## src/rtl/clk_div_prog.sv

```systemverilog
// Programmable integer clock divider: divided clock, period tick and a
// double-buffered ratio register that only changes at period boundaries.
module clk_div_prog #(
    parameter int unsigned W             = 8,
    parameter int unsigned DEFAULT_RATIO = 8
) (
    input  logic         clk,
    input  logic         reset,
    input  logic         enable,
    input  logic [W-1:0] ratio_in,
    input  logic         ratio_wr,
    output logic         clk_out,
    output logic         tick,
    output logic [W-1:0] ratio_cur,
    output logic         ratio_pend,
    output logic         ratio_err
);

    localparam logic [W-1:0] RATIO_RST = W'(DEFAULT_RATIO);
    localparam logic [W-1:0] ONE       = W'(1);
    localparam logic [W-1:0] MIN_RATIO = W'(2);

    logic [W-1:0] cnt_q;
    logic [W-1:0] pend_val_q;

    logic [W-1:0] cnt_d;
    logic [W-1:0] pend_val_d;
    logic [W-1:0] ratio_cur_d;
    logic         ratio_pend_d;
    logic         ratio_err_d;
    logic         clk_out_d;
    logic         tick_d;

    logic         wr_ok;
    logic         at_end;
    logic         boundary;

    // Next-state: counter, ratio hand-over and registered outputs
    always_comb begin
        cnt_d        = cnt_q;
        pend_val_d   = pend_val_q;
        ratio_cur_d  = ratio_cur;
        ratio_pend_d = ratio_pend;
        ratio_err_d  = 1'b0;
        clk_out_d    = 1'b0;
        tick_d       = 1'b0;

        wr_ok    = ratio_wr && (ratio_in >= MIN_RATIO);
        at_end   = (cnt_q == (ratio_cur - ONE));
        // No period is running while disabled, so the ratio may switch freely
        boundary = !enable || at_end;

        if (ratio_wr && !wr_ok) begin
            ratio_err_d = 1'b1;
        end

        if (boundary) begin
            if (wr_ok) begin
                ratio_cur_d = ratio_in;
            end else if (ratio_pend) begin
                ratio_cur_d = pend_val_q;
            end
            ratio_pend_d = 1'b0;
        end else if (wr_ok) begin
            pend_val_d   = ratio_in;
            ratio_pend_d = 1'b1;
        end

        if (!enable || at_end) begin
            cnt_d = '0;
        end else begin
            cnt_d = cnt_q + ONE;
        end

        // Outputs are derived from the next count so they line up with cnt
        if (enable) begin
            clk_out_d = (cnt_d >= (ratio_cur_d >> 1));
            tick_d    = (cnt_d == (ratio_cur_d - ONE));
        end
    end

    always_ff @(posedge clk or posedge reset) begin
        if (reset) begin
            cnt_q      <= '0;
            pend_val_q <= '0;
            ratio_cur  <= RATIO_RST;
            ratio_pend <= 1'b0;
            ratio_err  <= 1'b0;
            clk_out    <= 1'b0;
            tick       <= 1'b0;
        end else begin
            cnt_q      <= cnt_d;
            pend_val_q <= pend_val_d;
            ratio_cur  <= ratio_cur_d;
            ratio_pend <= ratio_pend_d;
            ratio_err  <= ratio_err_d;
            clk_out    <= clk_out_d;
            tick       <= tick_d;
        end
    end

endmodule

```

## config.mk

```make
export PLATFORM = sky130hd
export DESIGN_NAME = clk_div_prog
export DESIGN_NICKNAME = d
export VERILOG_FILES = /design/src/rtl/clk_div_prog.sv
export SDC_FILE = /design/constraint.sdc
export NUM_CORES = 1
export LEC_CHECK = 0
export BUFFER_PORTS_ARGS = -buffer_cell sky130_fd_sc_hd__buf_2
export CELL_PAD_IN_SITES_DETAIL_PLACEMENT = 1
export CELL_PAD_IN_SITES_GLOBAL_PLACEMENT = 2
export CORE_ASPECT_RATIO = 1.1
export CORE_MARGIN = 3
export CORE_UTILIZATION = 39
export DETAILED_ROUTE_END_ITERATION = 7
export HOLD_SLACK_MARGIN = 0.08
export PLACE_DENSITY_LB_ADDON = 0.1
export SLEW_MARGIN = 15
export SYNTH_ARGS = -nofsm -noshare
export SYNTH_HDL_FRONTEND = slang
export SYNTH_SLANG_ARGS = --single-unit
```

## constraint.sdc

```tcl
create_clock -name clk -period 5.5 [get_ports clk]
set_input_delay 0.825 -clock clk [delete_from_list [all_inputs] [get_ports clk]]
set_output_delay 0.825 -clock clk [all_outputs]
set_load 0.03 [all_outputs]
```

==> flow_summary.json, run 1 <==
{
  "worst_hold_path.num_cells": 1,
  "num_rows": 27,
  "postRouteWirelength_um": 5600,
  "place_hpwl_um": 4440,
  "finalSetupViolations": 0,
  "worst_slew_margin_rel": 0.530,
  "clock_insertion_delay_worst_skew_ns": 0.28,
  "final_cell_area_sq_um": 2280,
  "global_route.overflow_total": 0,
  "grt_first_pass_wirelength_um": 9450,
  "n_fill_cell": 612,
  "routed_via_density": 5.61,
  "yosys_register_bits": 28,
  "avgRoutedWirePerCell_um": 18.4,
  "post_synth_main_area_contributors": "sky130_fd_sc_hd__dfrtp_1, sky130_fd_sc_hd__ha_1, sky130_fd_sc_hd__mux2_2",
  "hold_path.class": "flip-flop to flip-flop",
  "clock_sink_count": 28,
  "timing.fmax_mhz": 251,
  "gr-usage-met2": 0.334,
  "setup_repair_after_global_routing_missed_its_margin": "false",
  "numCtsBuffers": 3,
  "numPortBuffers": 23,
  "gr-usage-all-layers": 0.206,
  "cts.reportedPaths.clkPinSlew_ns": 0.10,
  "power_leakage_uw": 0.00105,
  "syn-cell-area_sq_um": 2070,
  "globalplace.congestion": 0.818,
  "synth_edf_count": 0,
  "antenna-diode-count": 0,
  "post_cts.resized_instances": 0,
  "floorplan.die.width_um": 75.5,
  "tritoncts": "done",
  "finalCritPeriodShare": 0.725,
  "clock-skew-final_ns": 0.00194,
  "cts.htree.levels": 1,
  "regToRegSetupSlack_ns": 1.51,
  "synth_fp_nets": 248,
  "top_usage_layer": "met2",
  "area_growth_pct": 10.3,
  "cp.arrival_ns": 4.16,
  "placedCellCount": 300,
  "io_pins": 24,
  "die_h_um": 82.4,
  "antenna_left": 0,
  "detailroute.via_count": 1704,
  "setup.worst_path.class": "flip-flop to flip-flop",
  "status": "complete, no violations",
  "worst_r2r_endpoint": "clk_out",
  "vias_in_the_first_global_route": 1778,
  "die_area_sq_um": 6220,
  "start_kind": "flip-flop",
  "initial_antenna_violation_count": 0,
  "drcViolationCount": 0,
  "end_kind": "flip-flop",
  "worst-path-max-fanout": 17,
  "post-cts-setup-buffers": 0,
  "met3_usage_in_global_routing": 0.0278,
  "max_slew.worst_pin.slew_ns": 0.703,
  "drive_gt1_frac": 0.195,
  "drtPass1Iterations": 4,
  "cap_violations": 0,
  "synth_top_area_frac": 0.326,
  "initial_core_utilization": 0.409,
  "place_worst_setup_slack_ns": 1.51,
  "cts_hold_buffers": 0,
  "hp-start": "pend_val_q[7]",
  "coreArea_sq_um": 5070,
  "design.final.nets": 269,
  "hold_violations": 0,
  "post-synth-top-area-cell": "sky130_fd_sc_hd__dfrtp_1",
  "synth_flop_cell": "sky130_fd_sc_hd__dfrtp_1",
  "reg2reg_from": "ratio_cur[0]",
  "postSynthAreaPerCell_sq_um": 9.16,
  "r2r.worst_path.cells": 19,
  "layoutNonFillerInstCount": 304,
  "yosysUniqueCellTypes": 53,
  "max-vdd-ir-drop_mv": 0.194,
  "setup_ws_ns": 1.51,
  "synth_async_sr_flop_share": 1.00,
  "power_density_nw_per_um2": 513,
  "maximum_number_of_pins_on_one_net_before_global_route_repair": 29,
  "final-max-slew-violation-count": 0,
  "drt_iter0_drc": 82,
  "clk_path_buf_depth": 2,
  "global_route_met1_usage": 0.279,
  "synth_sequential_area_ratio": 0.339,
  "synth.yosys.warnings": 0,
  "worst_ep_required_time_ns": 5.67,
  "worstHoldEndpoint": "pend_val_q[7]",
  "final.setup.tns_ns": 0,
  "clk_root_buffer_cell": "sky130_fd_sc_hd__clkbuf_8",
  "postSynthCellCount": 226,
  "final.min_clock_period_ns": 3.99,
  "postPlaceCellArea_sq_um": 2210
}
## sequential cells by signal, indices dropped and copies added (netlist names)
name / flops
pend_val_q: 8
ratio_pend: 1
cnt_q: 8
ratio_err: 1
ratio_cur: 8
clk_out: 1
tick: 1
## how the worst max path moves through the flow
| stage | from | endpoint | slack (ns) | cells past startpoint |
|---|---|---|---|---|
| 3_3_place_gp | ratio_cur[1] | clk_out | 1.50 | 19 |
| 2_1_floorplan | ratio_cur[0] | clk_out | 1.87 | 21 |
| 6_report | ratio_cur[0] | clk_out | 1.51 | 19 |
| 5_1_grt | ratio_cur[0] | clk_out | 1.13 | 19 |
| 3_5_place_dp | ratio_cur[0] | clk_out | 1.51 | 19 |
| 4_1_cts | ratio_cur[0] | clk_out | 1.46 | 19 |
## critical path: stages, from the launching register on
cell and delay [ns]:
sky130_fd_sc_hd__dfrtp_1 0.49, sky130_fd_sc_hd__inv_1 0.09, sky130_fd_sc_hd__ha_1 0.20, sky130_fd_sc_hd__nand2b_1 0.12, sky130_fd_sc_hd__or3_1 0.35, sky130_fd_sc_hd__a21o_1 0.21, sky130_fd_sc_hd__a211o_1 0.35, sky130_fd_sc_hd__o21ai_4 0.48
sky130_fd_sc_hd__a22oi_1 0.22, sky130_fd_sc_hd__inv_1 0.12, sky130_fd_sc_hd__ha_1 0.23, sky130_fd_sc_hd__nand2b_1 0.17, sky130_fd_sc_hd__a21oi_1 0.16, sky130_fd_sc_hd__nor2b_1 0.06, sky130_fd_sc_hd__o21ai_0 0.14, sky130_fd_sc_hd__nand2b_1 0.08
sky130_fd_sc_hd__a21oi_1 0.14, sky130_fd_sc_hd__nor2b_1 0.05, sky130_fd_sc_hd__o21ai_0 0.13, sky130_fd_sc_hd__a21boi_0 0.09
## cells in the mapped netlist (2+ instances only)
library cell,count
sky130_fd_sc_hd__or3_1,2
sky130_fd_sc_hd__o211ai_1,4
sky130_fd_sc_hd__and3_1,2
sky130_fd_sc_hd__a21boi_0,2
sky130_fd_sc_hd__nand3b_1,2
sky130_fd_sc_hd__mux2i_1,4
sky130_fd_sc_hd__nand2b_1,6
sky130_fd_sc_hd__nor3b_1,2
sky130_fd_sc_hd__nand3_1,9
sky130_fd_sc_hd__clkbuf_1,5
sky130_fd_sc_hd__nand2_1,15
sky130_fd_sc_hd__nor2_1,19
sky130_fd_sc_hd__a21o_1,2
sky130_fd_sc_hd__inv_1,15
sky130_fd_sc_hd__ha_1,10
sky130_fd_sc_hd__nor3_1,4
sky130_fd_sc_hd__nor2b_1,5
sky130_fd_sc_hd__xor2_1,11
sky130_fd_sc_hd__a22oi_1,4
sky130_fd_sc_hd__nand4_1,2
sky130_fd_sc_hd__and2_1,4
sky130_fd_sc_hd__dfrtp_1,27
sky130_fd_sc_hd__buf_6,3
sky130_fd_sc_hd__xnor2_1,6
sky130_fd_sc_hd__o311a_1,2
sky130_fd_sc_hd__a21oi_1,12
sky130_fd_sc_hd__o21ai_0,11
sky130_fd_sc_hd__nand4b_1,2
sky130_fd_sc_hd__mux2_2,10
## layer usage
metal | up-vias | wire (um)
li1 | 839 | -
met1 | 834 | 2710
met2 | 23 | 2700
met3 | 8 | 115
met4 | 0 | 85
met5 | - | 0
## cell families (layout without fill, tap and decap cells)
kind of cell	count (synthesis)	count (layout)	synth area share
xor+xnor	19	19	0.0943
buf+inv	24	44	0.0544
simple gates	80	80	0.205
flops	28	28	0.339
compound gates	51	51	0.173
fa+ha+maj	10	10	0.0604
mux	14	14	0.0737
## power breakdown
part	internal, uW	switching (uW)
clock	97.7	71.5
combinational	268	373
sequential	261	100
total	627	545
## metrics by stage
stage / util / power (uW) / hold slack, ns
after floorplan: - / 840 / 0.471
after global placement: 0.437 / 1000 / 0.483
after global routing: 0.451 / 1280 / 0.539
after detailed placement: 0.437 / 1010 / 0.489
after CTS: 0.451 / 1180 / 0.514
final: 0.451 / 1170 / 0.509
## layout by cell type (no fill, tap or decap), types with 5 or more instances in the layout
master / n
sky130_fd_sc_hd__dfrtp_1: 27
sky130_fd_sc_hd__xnor2_1: 6
sky130_fd_sc_hd__nor2_1: 19
sky130_fd_sc_hd__mux2_2: 10
sky130_fd_sc_hd__a21oi_1: 12
sky130_fd_sc_hd__buf_2: 23
sky130_fd_sc_hd__nand3_1: 9
sky130_fd_sc_hd__nor2b_1: 5
sky130_fd_sc_hd__o21ai_0: 11
sky130_fd_sc_hd__xor2_1: 11
sky130_fd_sc_hd__nand2_1: 15
sky130_fd_sc_hd__ha_1: 10
sky130_fd_sc_hd__nand2b_1: 6
sky130_fd_sc_hd__inv_1: 15
## cell type report
| cell class | count | area (sq um) | share of cell area |
|---|---|---|---|
| multi-input combinational | 174 | 1260 | 0.550 |
| sequential | 28 | 702 | 0.307 |
| timing repair buffer | 24 | 123 | 0.0537 |
| tap | 58 | 72.6 | 0.0318 |
| inverter | 16 | 60.1 | 0.0263 |
| clock buffer | 3 | 41.3 | 0.0181 |
| clock inverter | 1 | 30.0 | 0.0131 |
(Power assumes the default switching activity.)
==> inputs of run 2 (changes only) <==
--- a/config.mk
+++ b/config.mk
@@ -5,12 +5,13 @@
 export SDC_FILE = /design/constraint.sdc
 export NUM_CORES = 1
 export LEC_CHECK = 0
+export ABC_AREA = 1
 export BUFFER_PORTS_ARGS = -buffer_cell sky130_fd_sc_hd__buf_2
 export CELL_PAD_IN_SITES_DETAIL_PLACEMENT = 1
 export CELL_PAD_IN_SITES_GLOBAL_PLACEMENT = 2
 export CORE_ASPECT_RATIO = 1.1
 export CORE_MARGIN = 3
-export CORE_UTILIZATION = 39
+export CORE_UTILIZATION = 32
 export DETAILED_ROUTE_END_ITERATION = 7
 export HOLD_SLACK_MARGIN = 0.08
 export PLACE_DENSITY_LB_ADDON = 0.1
==> constraint.sdc (replaced) <==
create_clock -name clk -period 4 [get_ports clk]
set_input_delay 0.6 -clock clk [delete_from_list [all_inputs] [get_ports clk]]
set_output_delay 0.6 -clock clk [all_outputs]
set_load 0.03 [all_outputs]
==> flow_summary.json, run 2 <==
{
  "drcViolationCount": 0,
  "clock-skew-final_ns": 0.00821,
  "status": "complete, no violations",
  "maximum_number_of_pins_on_one_net_before_global_route_repair": 29,
  "end_kind": "flip-flop",
  "worst_r2r_endpoint": "clk_out",
  "post_cts.resized_instances": 0,
  "clock_insertion_delay_worst_skew_ns": 0.29,
  "postSynthAreaPerCell_sq_um": 6.53,
  "setup.worst_path.class": "flip-flop to flip-flop",
  "gr-usage-all-layers": 0.181,
  "design.final.nets": 383,
  "max_slew.worst_pin.slew_ns": 0.563,
  "worst-path-max-fanout": 21,
  "max_stage_delay_ns": 0.45,
  "setup_repair_after_global_routing_missed_its_margin": "false",
  "synth_fp_nets": 360,
  "synth.top_cells.by_count": "sky130_fd_sc_hd__nand2_1, sky130_fd_sc_hd__inv_1, sky130_fd_sc_hd__nand3_1",
  "cts_hold_buffers": 0,
  "worst_slew_margin_rel": 0.624,
  "coreArea_sq_um": 6630,
  "worst_ep_required_time_ns": 4.18,
  "synth_async_sr_flop_share": 1.00,
  "io_pins": 24,
  "vias_in_the_first_global_route": 2208,
  "detailroute.via_count": 2131,
  "final.setup.tns_ns": 0,
  "cts.reportedPaths.clkPinSlew_ns": 0.11,
  "r2r.worst_path.cells": 25,
  "worst_path_slowest_cell": "sky130_fd_sc_hd__dfrtp_1",
  "numCtsBuffers": 3,
  "timing.fmax_mhz": 284,
  "max-vdd-ir-drop_mv": 0.135,
  "global_route.overflow_total": 0,
  "grt_first_pass_wirelength_um": 11100,
  "layout_common_cells": "sky130_fd_sc_hd__nand2_1, sky130_fd_sc_hd__inv_1, sky130_fd_sc_hd__nand3_1",
  "synth_edf_count": 0,
  "power_leakage_uw": 0.00136,
  "clk_path_buf_depth": 2,
  "numPortBuffers": 23,
  "regToRegSetupSlack_ns": 0.48,
  "post-cts-setup-buffers": 0,
  "synth_sequential_area_ratio": 0.318,
  "cp.arrival_ns": 3.70,
  "reg2reg_from": "ratio_cur[0]",
  "finalSetupViolations": 0,
  "yosys_register_bits": 28,
  "postRouteWirelength_um": 6600,
  "setup.worst_path.end": "clk_out",
  "cpMostUsedCell": "sky130_fd_sc_hd__nand2_1",
  "post-synth-top-area-cell": "sky130_fd_sc_hd__dfrtp_1",
  "yosysUniqueCellTypes": 35,
  "drt_iter0_drc": 59,
  "synthMostInstantiatedCell": "sky130_fd_sc_hd__nand2_1",
  "antenna_left": 0,
  "clk_root_buffer_cell": "sky130_fd_sc_hd__clkbuf_8",
  "avgRoutedWirePerCell_um": 14.9,
  "initial_antenna_violation_count": 0,
  "cap_violations": 0,
  "clock_sink_count": 28,
  "start_kind": "flip-flop",
  "routed_via_density": 4.82,
  "tritoncts": "done",
  "antenna-diode-count": 0,
  "critical_path.startpoint": "ratio_cur[0]",
  "final-max-slew-violation-count": 0,
  "initial_core_utilization": 0.333,
  "fin_total_pwr_uw": 876,
  "num_rows": 31,
  "final.min_clock_period_ns": 3.52,
  "place_hpwl_um": 5370,
  "die_area_sq_um": 7940,
  "die_h_um": 93.1,
  "hold_violations": 0,
  "synth_flop_cell": "sky130_fd_sc_hd__dfrtp_1",
  "syn-cell-area_sq_um": 2210,
  "globalplace.congestion": 0.772,
  "synth.yosys.warnings": 0,
  "n_fill_cell": 885,
  "postSynthCellCount": 338,
  "post_synth_main_area_contributors": "sky130_fd_sc_hd__dfrtp_1, sky130_fd_sc_hd__nand2_1, sky130_fd_sc_hd__nand3_1",
  "synth_top_area_frac": 0.306,
  "cts.htree.levels": 1,
  "finalCritPeriodShare": 0.881,
  "floorplan.die.width_um": 85.2,
  "area_growth_pct": 10.9,
  "layout_top_registers": "cnt_q (8), pend_val_q (8), ratio_cur (8)",
  "drtPass1Iterations": 4,
  "drive_gt1_frac": 0.144,
  "hold_path.class": "primary input to async pin",
  "layout_commonest_cell": "sky130_fd_sc_hd__nand2_1",
  "power_density_nw_per_um2": 358
}
-- run 2: changes by cell type after synthesis, moves of 6 or more --
cell,previous run,this run
sky130_fd_sc_hd__nand3_1,9,39
sky130_fd_sc_hd__nand2b_1,6,0
sky130_fd_sc_hd__nor2_1,19,25
sky130_fd_sc_hd__o21ai_0,11,23
sky130_fd_sc_hd__xor2_1,11,3
sky130_fd_sc_hd__a21oi_1,12,2
sky130_fd_sc_hd__nand2_1,15,110
sky130_fd_sc_hd__mux2_2,10,1
sky130_fd_sc_hd__inv_1,15,52
-- run 2: area by class of cell --
cell class              instances  area (sq um)  area share
multi-input cells             247          1250       0.509
well taps                      82           103      0.0419
inverters                      55           206      0.0843
clock buffers                   4          55.1      0.0225
flip-flops and latches         28           702       0.287
repair buffers                 26           138      0.0562
-- run 2: power by group --
part | internal (uW) | total (uW) | switching, uW
combinational | 111 | 343 | 232
sequential | 313 | 346 | 32.8
clock | 88.5 | 188 | 99.1
-- run 2: critical path, delay by kind of cell (launching register included) --
family / cells / cell delay [ns]
and+or+nand+nor: 13 / 1.28
AOI/OAI and AO/OA: 6 / 0.87
DFF: 1 / 0.45
adders and majority gates: 2 / 0.56
buffers and inverters: 4 / 0.25
-- run 2: worst min path at each step --
stage             startpoint            end  cells past startpoint
2_1_floorplan  pend_val_q[0]  pend_val_q[0]                      2
3_3_place_gp   pend_val_q[7]  pend_val_q[7]                      2
3_5_place_dp   pend_val_q[3]  pend_val_q[3]                      2
4_1_cts                reset      ratio_err                      3
5_1_grt                reset      ratio_err                      3
6_report               reset      ratio_err                      3
-- run 2: kinds of logic after synthesis --
logic type,count (synthesis),share of synthesized area
buffers and inverters,63,0.118
DFF,28,0.318
and+or+nand+nor,196,0.395
xor gates and xnor gates,4,0.0159
adders and majority gates,10,0.0567
muxes,1,0.00510
AOI/OAI and AO/OA,36,0.0912
-- run 2: routing by layer --
| layer | global-route usage | wire length [um] | vias up |
|---|---|---|---|
| met5 | 0 | 0 | - |
| met3 | 0.0176 | 94 | 5 |
| met2 | 0.313 | 3170 | 11 |
| met4 | 0.0396 | 65 | 0 |
| li1 | - | - | 1095 |
| met1 | 0.244 | 3270 | 1020 |
-- run 2: stage by stage --
stage          area (sq um)  hold WS, ns   util  std cells  worst slack [ns]
3_3_place_gp           2390        0.467  0.361        438             0.554
2_1_floorplan          2210        0.453      -        338             0.755
6_report               2450        0.376  0.369        442             0.478
4_1_cts                2450        0.390  0.369        442             0.429
5_1_grt                2450        0.412  0.369        442            0.0239
3_5_place_dp           2390        0.476  0.361        438             0.467
